## config.mk

```make
export PLATFORM = sky130hd
export DESIGN_NAME = sram_pkt_writer
export DESIGN_NICKNAME = d
export VERILOG_FILES = /design/src/rtl/eth_sw_pkg.sv /design/src/rtl/sram_bwen_expand.sv /design/src/rtl/sram_pkt_writer.sv
export SDC_FILE = /design/constraint.sdc
export NUM_CORES = 1
export LEC_CHECK = 0
export CORE_UTILIZATION = 40
export CTS_BUF_LIST = sky130_fd_sc_hd__clkbuf_4 sky130_fd_sc_hd__clkbuf_8
export CTS_CLUSTER_SIZE = 8
export DETAILED_ROUTE_END_ITERATION = 10
export PLACE_DENSITY = 0.66
export SETUP_SLACK_MARGIN = 0.4
export SLEW_MARGIN = 10
export SYNTH_ARGS = -nofsm -noshare
export SYNTH_HDL_FRONTEND = slang
export SYNTH_SLANG_ARGS = --single-unit
```

## constraint.sdc

```tcl
create_clock -name iClk -period 6 [get_ports iClk]
set_clock_uncertainty 0.1 [all_clocks]
set_input_delay 1.2 -clock iClk [delete_from_list [all_inputs] [get_ports iClk]]
set_output_delay 1.2 -clock iClk [all_outputs]
set_load 0.05 [all_outputs]
```

## src/rtl/eth_sw_pkg.sv

```systemverilog
// Shared definitions for the switch packet-buffer write path: SRAM geometry, frame limit and
// writer FSM state encoding.
package eth_sw_pkg;

    localparam int unsigned SramBits      = 32;
    localparam int unsigned SramWordDepth = 16384;
    localparam int unsigned SramAddWidth  = 14;
    localparam int unsigned MaxFrameWords = 388;

    typedef enum logic [1:0] {
        StIdle,
        StWrite,
        StDrop,
        StDesc
    } pkt_wr_state_e;

endpackage

```

## src/rtl/sram_bwen_expand.sv

```systemverilog
// Expands a per-byte keep mask into the SRAM's active-low per-bit write-enable vector.
module sram_bwen_expand #(
    parameter int unsigned KeepWidth = 4
) (
    input  logic [KeepWidth-1:0]   keep_i,
    output logic [KeepWidth*8-1:0] bwen_o
);

    always_comb begin
        bwen_o = '1;
        for (int i = 0; i < int'(KeepWidth); i++) begin
            bwen_o[i*8 +: 8] = {8{~keep_i[i]}};
        end
    end

endmodule

```

## src/rtl/sram_pkt_writer.sv

```systemverilog
// Ingress frame writer into the circular packet SRAM with per-frame descriptor commit.
// Optional frame/drop statistics counters are enabled by defining PKT_WR_STATS_EN.
module sram_pkt_writer
    import eth_sw_pkg::*;
#(
    parameter int unsigned Bits       = SramBits,
    parameter int unsigned Word_Depth = SramWordDepth,
    parameter int unsigned Add_Width  = SramAddWidth,
    parameter int unsigned Wen_Width  = SramBits,
    parameter int unsigned MAX_WORDS  = MaxFrameWords
) (
    input  logic                 iClk,
    input  logic                 iRst,
    input  logic                 iValid,
    output logic                 oReady,
    input  logic                 iSop,
    input  logic                 iEop,
    input  logic [Bits/8-1:0]    iKeep,
    input  logic [Bits-1:0]      iData,
    output logic                 oCEnA,
    output logic                 oWEnA,
    output logic [Wen_Width-1:0] oBWEnA,
    output logic [Add_Width-1:0] oAddrA,
    output logic [Bits-1:0]      oWDataA,
    input  logic [Add_Width:0]   iRdPtr,
    output logic [Add_Width:0]   oWrPtr,
    output logic                 oDescValid,
    input  logic                 iDescReady,
    output logic [Add_Width-1:0] oDescAddr,
    output logic [Add_Width:0]   oDescLen,
    output logic [Bits/8-1:0]    oDescLastBe
`ifdef PKT_WR_STATS_EN
    ,
    output logic [31:0]          oFrmCnt,
    output logic [31:0]          oDropCnt
`endif
);

    localparam int unsigned PtrW  = Add_Width + 1;
    localparam int unsigned KeepW = Bits / 8;

    pkt_wr_state_e state_q, state_d;

    logic                 ready_q, ready_d;
    logic [PtrW-1:0]      cur_ptr_q, cur_ptr_d, wr_ptr_q, wr_ptr_d, len_q, len_d;
    logic                 cen_q, cen_d, wen_q, wen_d;
    logic [Wen_Width-1:0] bwen_q, bwen_d;
    logic [Add_Width-1:0] addr_q, addr_d;
    logic [Bits-1:0]      wdata_q, wdata_d;
    logic                 desc_valid_q, desc_valid_d;
    logic [Add_Width-1:0] desc_addr_q, desc_addr_d;
    logic [PtrW-1:0]      desc_len_q, desc_len_d;
    logic [KeepW-1:0]     desc_be_q, desc_be_d;

    logic                 accept, start_new, frame_word, abort, full, over, keep_word, drop, commit;
    logic [PtrW-1:0]      wptr, new_len, used;
    logic [Wen_Width-1:0] eop_bwen;

    sram_bwen_expand #(
        .KeepWidth(KeepW)
    ) u_bwen_expand (
        .keep_i(iKeep),
        .bwen_o(eop_bwen)
    );

    // A sop restarts the frame at the committed pointer, whether from IDLE or aborting WRITE.
    assign accept     = iValid & ready_q;
    assign start_new  = accept & iSop & ((state_q == StIdle) | (state_q == StWrite));
    assign frame_word = start_new | (accept & (state_q == StWrite));
    assign abort      = start_new & (state_q == StWrite);
    assign wptr       = start_new ? wr_ptr_q : cur_ptr_q;
    assign new_len    = start_new ? PtrW'(1) : len_q + PtrW'(1);
    assign used       = wptr - iRdPtr;
    assign full       = used[Add_Width];
    assign over       = new_len > PtrW'(MAX_WORDS);
    assign keep_word  = frame_word & ~full & ~over;
    assign drop       = frame_word & (full | over);
    assign commit     = keep_word & iEop;

    always_ff @(posedge iClk) begin
        if (iRst) begin
            state_q      <= StIdle;
            ready_q      <= 1'b0;
            cur_ptr_q    <= '0;
            wr_ptr_q     <= '0;
            len_q        <= '0;
            cen_q        <= 1'b1;
            wen_q        <= 1'b1;
            bwen_q       <= '1;
            addr_q       <= '0;
            wdata_q      <= '0;
            desc_valid_q <= 1'b0;
            desc_addr_q  <= '0;
            desc_len_q   <= '0;
            desc_be_q    <= '0;
        end else begin
            state_q      <= state_d;
            ready_q      <= ready_d;
            cur_ptr_q    <= cur_ptr_d;
            wr_ptr_q     <= wr_ptr_d;
            len_q        <= len_d;
            cen_q        <= cen_d;
            wen_q        <= wen_d;
            bwen_q       <= bwen_d;
            addr_q       <= addr_d;
            wdata_q      <= wdata_d;
            desc_valid_q <= desc_valid_d;
            desc_addr_q  <= desc_addr_d;
            desc_len_q   <= desc_len_d;
            desc_be_q    <= desc_be_d;
        end
    end

    always_comb begin
        state_d = state_q;
        unique case (state_q)
            StIdle, StWrite: begin
                if (drop) begin
                    state_d = iEop ? StIdle : StDrop;
                end else if (commit) begin
                    state_d = StDesc;
                end else if (keep_word) begin
                    state_d = StWrite;
                end
            end
            StDrop: if (accept && iEop) state_d = StIdle;
            StDesc: if (iDescReady) state_d = StIdle;
            default: state_d = StIdle;
        endcase
    end

    always_comb begin
        ready_d      = (state_d != StDesc);
        cur_ptr_d    = cur_ptr_q;
        wr_ptr_d     = wr_ptr_q;
        len_d        = len_q;
        cen_d        = 1'b1;
        wen_d        = 1'b1;
        bwen_d       = '1;
        addr_d       = addr_q;
        wdata_d      = wdata_q;
        desc_valid_d = desc_valid_q & ~iDescReady;
        desc_addr_d  = desc_addr_q;
        desc_len_d   = desc_len_q;
        desc_be_d    = desc_be_q;
        if (drop) begin
            cur_ptr_d = wr_ptr_q;
            len_d     = '0;
        end else if (keep_word) begin
            cen_d     = 1'b0;
            wen_d     = 1'b0;
            addr_d    = wptr[Add_Width-1:0];
            wdata_d   = iData;
            bwen_d    = iEop ? eop_bwen : '0;
            cur_ptr_d = wptr + PtrW'(1);
            len_d     = new_len;
            if (iEop) begin
                wr_ptr_d     = wptr + PtrW'(1);
                desc_valid_d = 1'b1;
                desc_addr_d  = wr_ptr_q[Add_Width-1:0];
                desc_len_d   = new_len;
                desc_be_d    = iKeep;
            end
        end
    end

    always_comb begin
        oReady      = ready_q;
        oCEnA       = cen_q;
        oWEnA       = wen_q;
        oBWEnA      = bwen_q;
        oAddrA      = addr_q;
        oWDataA     = wdata_q;
        oWrPtr      = wr_ptr_q;
        oDescValid  = desc_valid_q;
        oDescAddr   = desc_addr_q;
        oDescLen    = desc_len_q;
        oDescLastBe = desc_be_q;
    end

`ifdef PKT_WR_STATS_EN
    logic [31:0] frm_cnt_q, frm_cnt_d, drop_cnt_q, drop_cnt_d;

    assign frm_cnt_d  = (commit && frm_cnt_q != '1) ? frm_cnt_q + 32'd1 : frm_cnt_q;
    assign drop_cnt_d = ((drop || abort) && drop_cnt_q != '1) ? drop_cnt_q + 32'd1 : drop_cnt_q;

    always_ff @(posedge iClk) begin
        if (iRst) begin
            frm_cnt_q  <= '0;
            drop_cnt_q <= '0;
        end else begin
            frm_cnt_q  <= frm_cnt_d;
            drop_cnt_q <= drop_cnt_d;
        end
    end

    assign oFrmCnt  = frm_cnt_q;
    assign oDropCnt = drop_cnt_q;
`else
    logic unused_stats;
    assign unused_stats = abort;
`endif

endmodule

```

==> metrics.cfg, run 1 <==
[outcome]
status=finished clean

[timing]
worst_slack_ns=0.940
maxSlewViolCount=0
period_minus_slack_ns=5.06
fin_crit_sh=0.843
holdWs_ns=0.364
max_freq_mhz=198
fin_tns_setup_ns=0
slew_headroom=0.289
final_hold_viol_count=0
setup_viol=0
worstMarginPinSlew_ns=1.07
rsz0062_at_grt=no

[clock_network]
clk_pin_slew_worst_paths_ns=0.08
cts-resized-gates=0
cts_buffers=17
tritoncts=built
clock_latency_ns=0.46
cts_setup_buffers=0
cts_sinks=133
root_buffer=clkbuf_8
hold_buffers=0
cts_buffer_depth=2
cts_max_level=4

[placed_design]
place_ws_ns=0.510
hpwlAfterDp_um=13800
portBuffers=186
gp_congestion=0.899

[synth]
ys.warnings.count=0
avgSynthCellArea_sq_um=8.44
synth-seq-cells=133
async_reset_ff_frac=0
synth.distinct_cells=63
synth_top_area_cell=dfxtp_1
synth_nets=897
synthCells=825
synth_edf_count=0
ys_seq_area_frac=0.382
synth_ff_type=dfxtp_1
yosysTopAreaCellShare=0.382
syn_area_sq_um=6960
synth_area_leaders=dfxtp_1, o31ai_1, mux2i_1

[finish]
final_cell_mix=clkdlybuf4s50_1, dfxtp_1, nand2_1, a21oi_1, nand4_1
fillCellCount=1582
multi_input_area_sq_um=3640
syn2layout_area_growth_pct=30.7
n_antenna_cell=0
fin_nets=1011
layout_commonest_cell=clkdlybuf4s50_1
drive_above_1_share=0.0946
seqCellArea_sq_um=2660
final_core_util=0.543

[worst_setup_path]
reg2reg_from=oReady
worstSetupPathType=primary input to flop
reg2reg_to=cur_ptr_q[13]
critical_path.endpoint=cur_ptr_q[13]
ff2ff_setup_slack_ns=1.84
cpPeakStageDelay_ns=0.57
arrival_ns=5.32
startpoint=iValid
cp-start-kind=primary input
cp.required_ns=6.26
slowest_stage=clkdlybuf4s50_1
crit_path_max_fanout=25
endpoint_kind=flop
cpLargestDelayFamily=simple AND/OR/NAND/NOR gates
path_depth=13
worst-r2r-cell-count=12
cp_num_buf_inv=3
crit_chain=clkdlybuf4s50_1, nand4b_4, mux2i_1, inv_1, ha_1, nand4_1, or4_1, a21oi_1, or4b_4, xor2_4, buf_4, o21ai_0, a311oi_1

[drt]
first_pass_iters=5
ant_nets=0
wl_um=21100
vias=6717
drc=0
drt-wirelength-per-cell_um=18.0
vias_per_cell=5.74
drt_iter0_drc=496

[global_routing]
grt_pass1_vias=6139
grt_pass1_wl_um=33300
track_usage=0.234
grt_max_degree=81
antenna_found_initial=0
grt.overflow.total=0

[floorplanning]
die_h_um=134
die_area_sq_um=17900
rows=47
die_x_um=134
core_sq_um=16800
io_pins=187
initial_utilization=0.415

[power_and_ir_drop]
leakagePower_nw=3.37
irDropWorstVdd_mv=0.144
fin_total_pwr_mw=2.08
power_density_nw_per_um2=228

[worst_hold_path]
min_path_type=flop to flop

[job]
cap_viol_max_count=0

[cell usage after synthesis, drive strengths merged, types with 5 or more instances]
library cell,count
a311oi,13
o31ai,40
a31oi,24
nor4,16
and3,16
nand2b,5
buf,69
nor2,36
o21ai,23
o211ai,8
inv,29
nand3,33
nor3,23
nand2,61
clkbuf,44
ha,15
a211oi,14
a21oi,57
nor2b,6
a31o,15
dfxtp,133
nand4,47
xnor2,15
xor2,6
and2,5
mux2i,30
[worst min path at each step]
stage / startpoint / end / slack [ns] / depth (start not counted)
final: oDescLen[4] / oDescLen[4] / 0.36 / 2
after global routing: oWDataA[24] / oWDataA[24] / 0.39 / 2
after CTS: oWDataA[1] / oWDataA[1] / 0.37 / 2
after detailed placement: oDescAddr[13] / oDescAddr[13] / 0.36 / 2
after global placement: oDescAddr[12] / oDescAddr[12] / 0.35 / 2
after floorplan: cur_ptr_q[9] / cur_ptr_q[9] / 0.37 / 2
[stage by stage]
stage	instances	instance area (sq um)
floorplan	825	6960
global placement	1140	8710
detailed placement	1140	8710
CTS	1171	9100
global route	1171	9100
finish	1171	9100
[sequential cells by signal (all words and copies together) (netlist names)]
register / flops
len_q: 15
oDescValid: 1
oDescLastBe: 4
oBWEnA: 4
oDescAddr: 14
oWrPtr: 15
oReady: 1
oWDataA: 32
state_q: 2
oDescLen: 15
oAddrA: 14
cur_ptr_q: 15
oWEnA: 1
[worst min-delay path, cell delays in order, from the launching register on]
cell and delay, ns:
dfxtp_1 0.31, nand2_1 0.05, mux2i_1 0.05
[area by class of cell]
class	count	area share
clock inverter	12	0.0143
multi-input combinational	550	0.400
sequential	133	0.293
clock buffer	19	0.0287
inverter	29	0.0120
timing repair buffer	208	0.222
tap	220	0.0303
[routing by layer]
layer | GRT usage | wire (um) | vias up
met5 | 0 | 0 | -
met4 | 0.0884 | 372 | 0
met3 | 0.0556 | 1590 | 25
met2 | 0.363 | 9550 | 263
met1 | 0.313 | 9610 | 3179
li1 | - | - | 3250
[where the power goes]
group	switching, mW	total (mW)	internal [mW]
Clock	0.375	0.763	0.388
Sequential	0.0196	0.926	0.907
Combinational	0.256	0.387	0.131
[cell families (layout without fill, tap and decap cells)]
group	Yosys count	count (layout)	share of synthesized area
DFF	133	133	0.382
muxes	34	34	0.0501
adders and majority gates	15	15	0.0270
xor gates and xnor gates	21	21	0.0264
buffers and inverters	142	268	0.101
and+or+nand+nor	261	261	0.200
AOI/OAI and AO/OA	219	219	0.213
Note: power is estimated with default switching activity, not from simulation.
==> inputs of run 2 (changes only) <==
--- a/config.mk
+++ b/config.mk
@@ -9,7 +9,7 @@
 export CTS_BUF_LIST = sky130_fd_sc_hd__clkbuf_4 sky130_fd_sc_hd__clkbuf_8
 export CTS_CLUSTER_SIZE = 8
 export DETAILED_ROUTE_END_ITERATION = 10
-export PLACE_DENSITY = 0.66
+export PLACE_DENSITY = 0.69
 export SETUP_SLACK_MARGIN = 0.4
 export SLEW_MARGIN = 10
 export SYNTH_ARGS = -nofsm -noshare
==> constraint.sdc (replaced) <==
create_clock -name iClk -period 4.5 [get_ports iClk]
set_clock_uncertainty 0.1 [all_clocks]
set_input_delay 0.9 -clock iClk [delete_from_list [all_inputs] [get_ports iClk]]
set_output_delay 0.9 -clock iClk [all_outputs]
set_load 0.05 [all_outputs]
==> metrics.cfg, run 2 (synthesized netlist as in run 1, its figures left out) <==
[outcome]
status=finished clean

[global_routing]
grt_pass1_wl_um=33000
track_usage=0.231
grt_pass1_vias=6258
grt.overflow.total=0
antenna_found_initial=0
grt_max_degree=82

[timing]
holdWs_ns=0.367
rsz0062_at_grt=no
fin_crit_sh=0.837
fin_tns_setup_ns=0
setup_viol=0
final_hold_viol_count=0
worstMarginPinSlew_ns=0.911
slew_headroom=0.393
period_minus_slack_ns=3.76
maxSlewViolCount=0
max_freq_mhz=266

[floorplanning]
rows=47
die_x_um=134
die_h_um=134
die_area_sq_um=17900
io_pins=187
initial_utilization=0.415
core_sq_um=16800

[power_and_ir_drop]
leakagePower_nw=3.54
power_density_nw_per_um2=289
fin_total_pwr_mw=2.73
irDropWorstVdd_mv=0.218

[worst_setup_path]
crit_path_max_fanout=17
cp-start-kind=primary input
cp.required_ns=4.73
slowest_stage=or4b_4
worstSetupPathType=primary input to flop
ff2ff_setup_slack_ns=0.91
crit_chain=dlymetal6s2s_1, nand4b_4, buf_12, mux2_2, ha_1, nand4_1, or4_1, a21oi_1, or4b_4, xor2_4, buf_6, buf_4, o311ai_0, o31ai_1
cp_num_buf_inv=4
reg2reg_from=state_q[1]
cpLargestDelayFamily=simple AND/OR/NAND/NOR gates
reg2reg_to=oDescLen[1]
endpoint_kind=flop
cpPeakStageDelay_ns=0.62
arrival_ns=3.99
worst-r2r-cell-count=13

[finish]
layout_commonest_cell=clkdlybuf4s50_1
final_cell_mix=clkdlybuf4s50_1, dfxtp_1, nand2_1, a21oi_1, nand4_1
fin_cells=1203
largest_reg_flops=32
n_antenna_cell=0
syn2layout_area_growth_pct=35.8
fillCellCount=1548
drive_above_1_share=0.133
final_core_util=0.564
fin_nets=1042

[placed_design]
gp_congestion=0.842
dp_cells=1169
portBuffers=186
hpwlAfterDp_um=14000

[worst_hold_path]
min_path_cells=2
min-delay-start=oDescAddr[12]
holdPathEnd=oDescAddr[12]
min_path_type=flop to flop

[clock_network]
cts_sinks=133
tritoncts=built
cts_buffers=17
cts_max_level=4
root_buffer=clkbuf_8
clock_latency_ns=0.45
hold_buffers=0
cts_buffer_depth=2
clk_pin_slew_worst_paths_ns=0.08

[drt]
first_pass_iters=8
vias_per_cell=5.63
drt_iter0_drc=502
ant_nets=0
vias=6771
wl_um=20800
drt-wirelength-per-cell_um=17.3
drc=0

[job]
cap_viol_max_count=0

## run 2: changes by cell type in the layout (fill, tap and decap cells not counted), sizes merged
| cell | previous run | this run |
|---|---|---|
| buf | 23 | 54 |
| bufinv | 2 | 0 |
| clkbuf | 19 | 21 |
| clkdlybuf4s50 | 185 | 183 |
| clkinv | 4 | 6 |
| clkinvlp | 5 | 4 |
| dlymetal6s2s | 0 | 2 |
## run 2: area by class of cell
cell class / count / area, sq um / share of cell area
Inverter: 29 / 109 / 0.0115
Clock buffer: 21 / 289 / 0.0306
Tap cell: 220 / 275 / 0.0291
Clock inverter: 11 / 76.3 / 0.00807
Multi-Input combinational cell: 550 / 3700 / 0.391
Timing Repair Buffer: 239 / 2350 / 0.248
Sequential cell: 133 / 2660 / 0.281
## run 2: metrics by stage
stage | setup slack (ns) | area, sq um
after global placement | 0.0466 | 9000
final | 0.735 | 9460
after global routing | 0.604 | 9460
after detailed placement | -0.0121 | 9000
after CTS | 0.418 | 9360
after floorplan | 0.437 | 6980
## run 2: worst max path at each step
stage / startpoint / endpoint / slack [ns] / cells past startpoint
after floorplan: iValid / cur_ptr_q[1] / 0.44 / 16
after global placement: iValid / oDescAddr[6] / 0.05 / 15
after detailed placement: iSop / oDescAddr[0] / -0.01 / 15
after CTS: iSop / oAddrA[1] / 0.42 / 14
after global routing: iSop / oAddrA[1] / 0.60 / 15
final: iValid / oDescLen[1] / 0.74 / 14
## run 2: report_power, final
group | total [mW] | internal [mW] | switching, mW
Sequential | 1.23 | 1.21 | 0.0261
Combinational | 0.570 | 0.220 | 0.350
Clock | 0.929 | 0.438 | 0.491
## run 2: tightest hold or removal path: stages, from the launching register on
cell     delay, ns
dfxtp_1       0.31
nand2_1       0.05
mux2i_1       0.06
## run 2: metal layers
layer  GRT usage  part of all wire  wire length (um)
met1       0.312              0.46              9530
met2       0.359              0.46              9470
met3      0.0574             0.077              1600
met4      0.0720             0.010               209
met5           0                 0                 0
## run 2: repair_timing
action | 4_1_cts | 5_1_grt
setup endpoints to repair | 0 | 110
gates resized for setup | 0 | 17
buffers inserted | 0 | 2
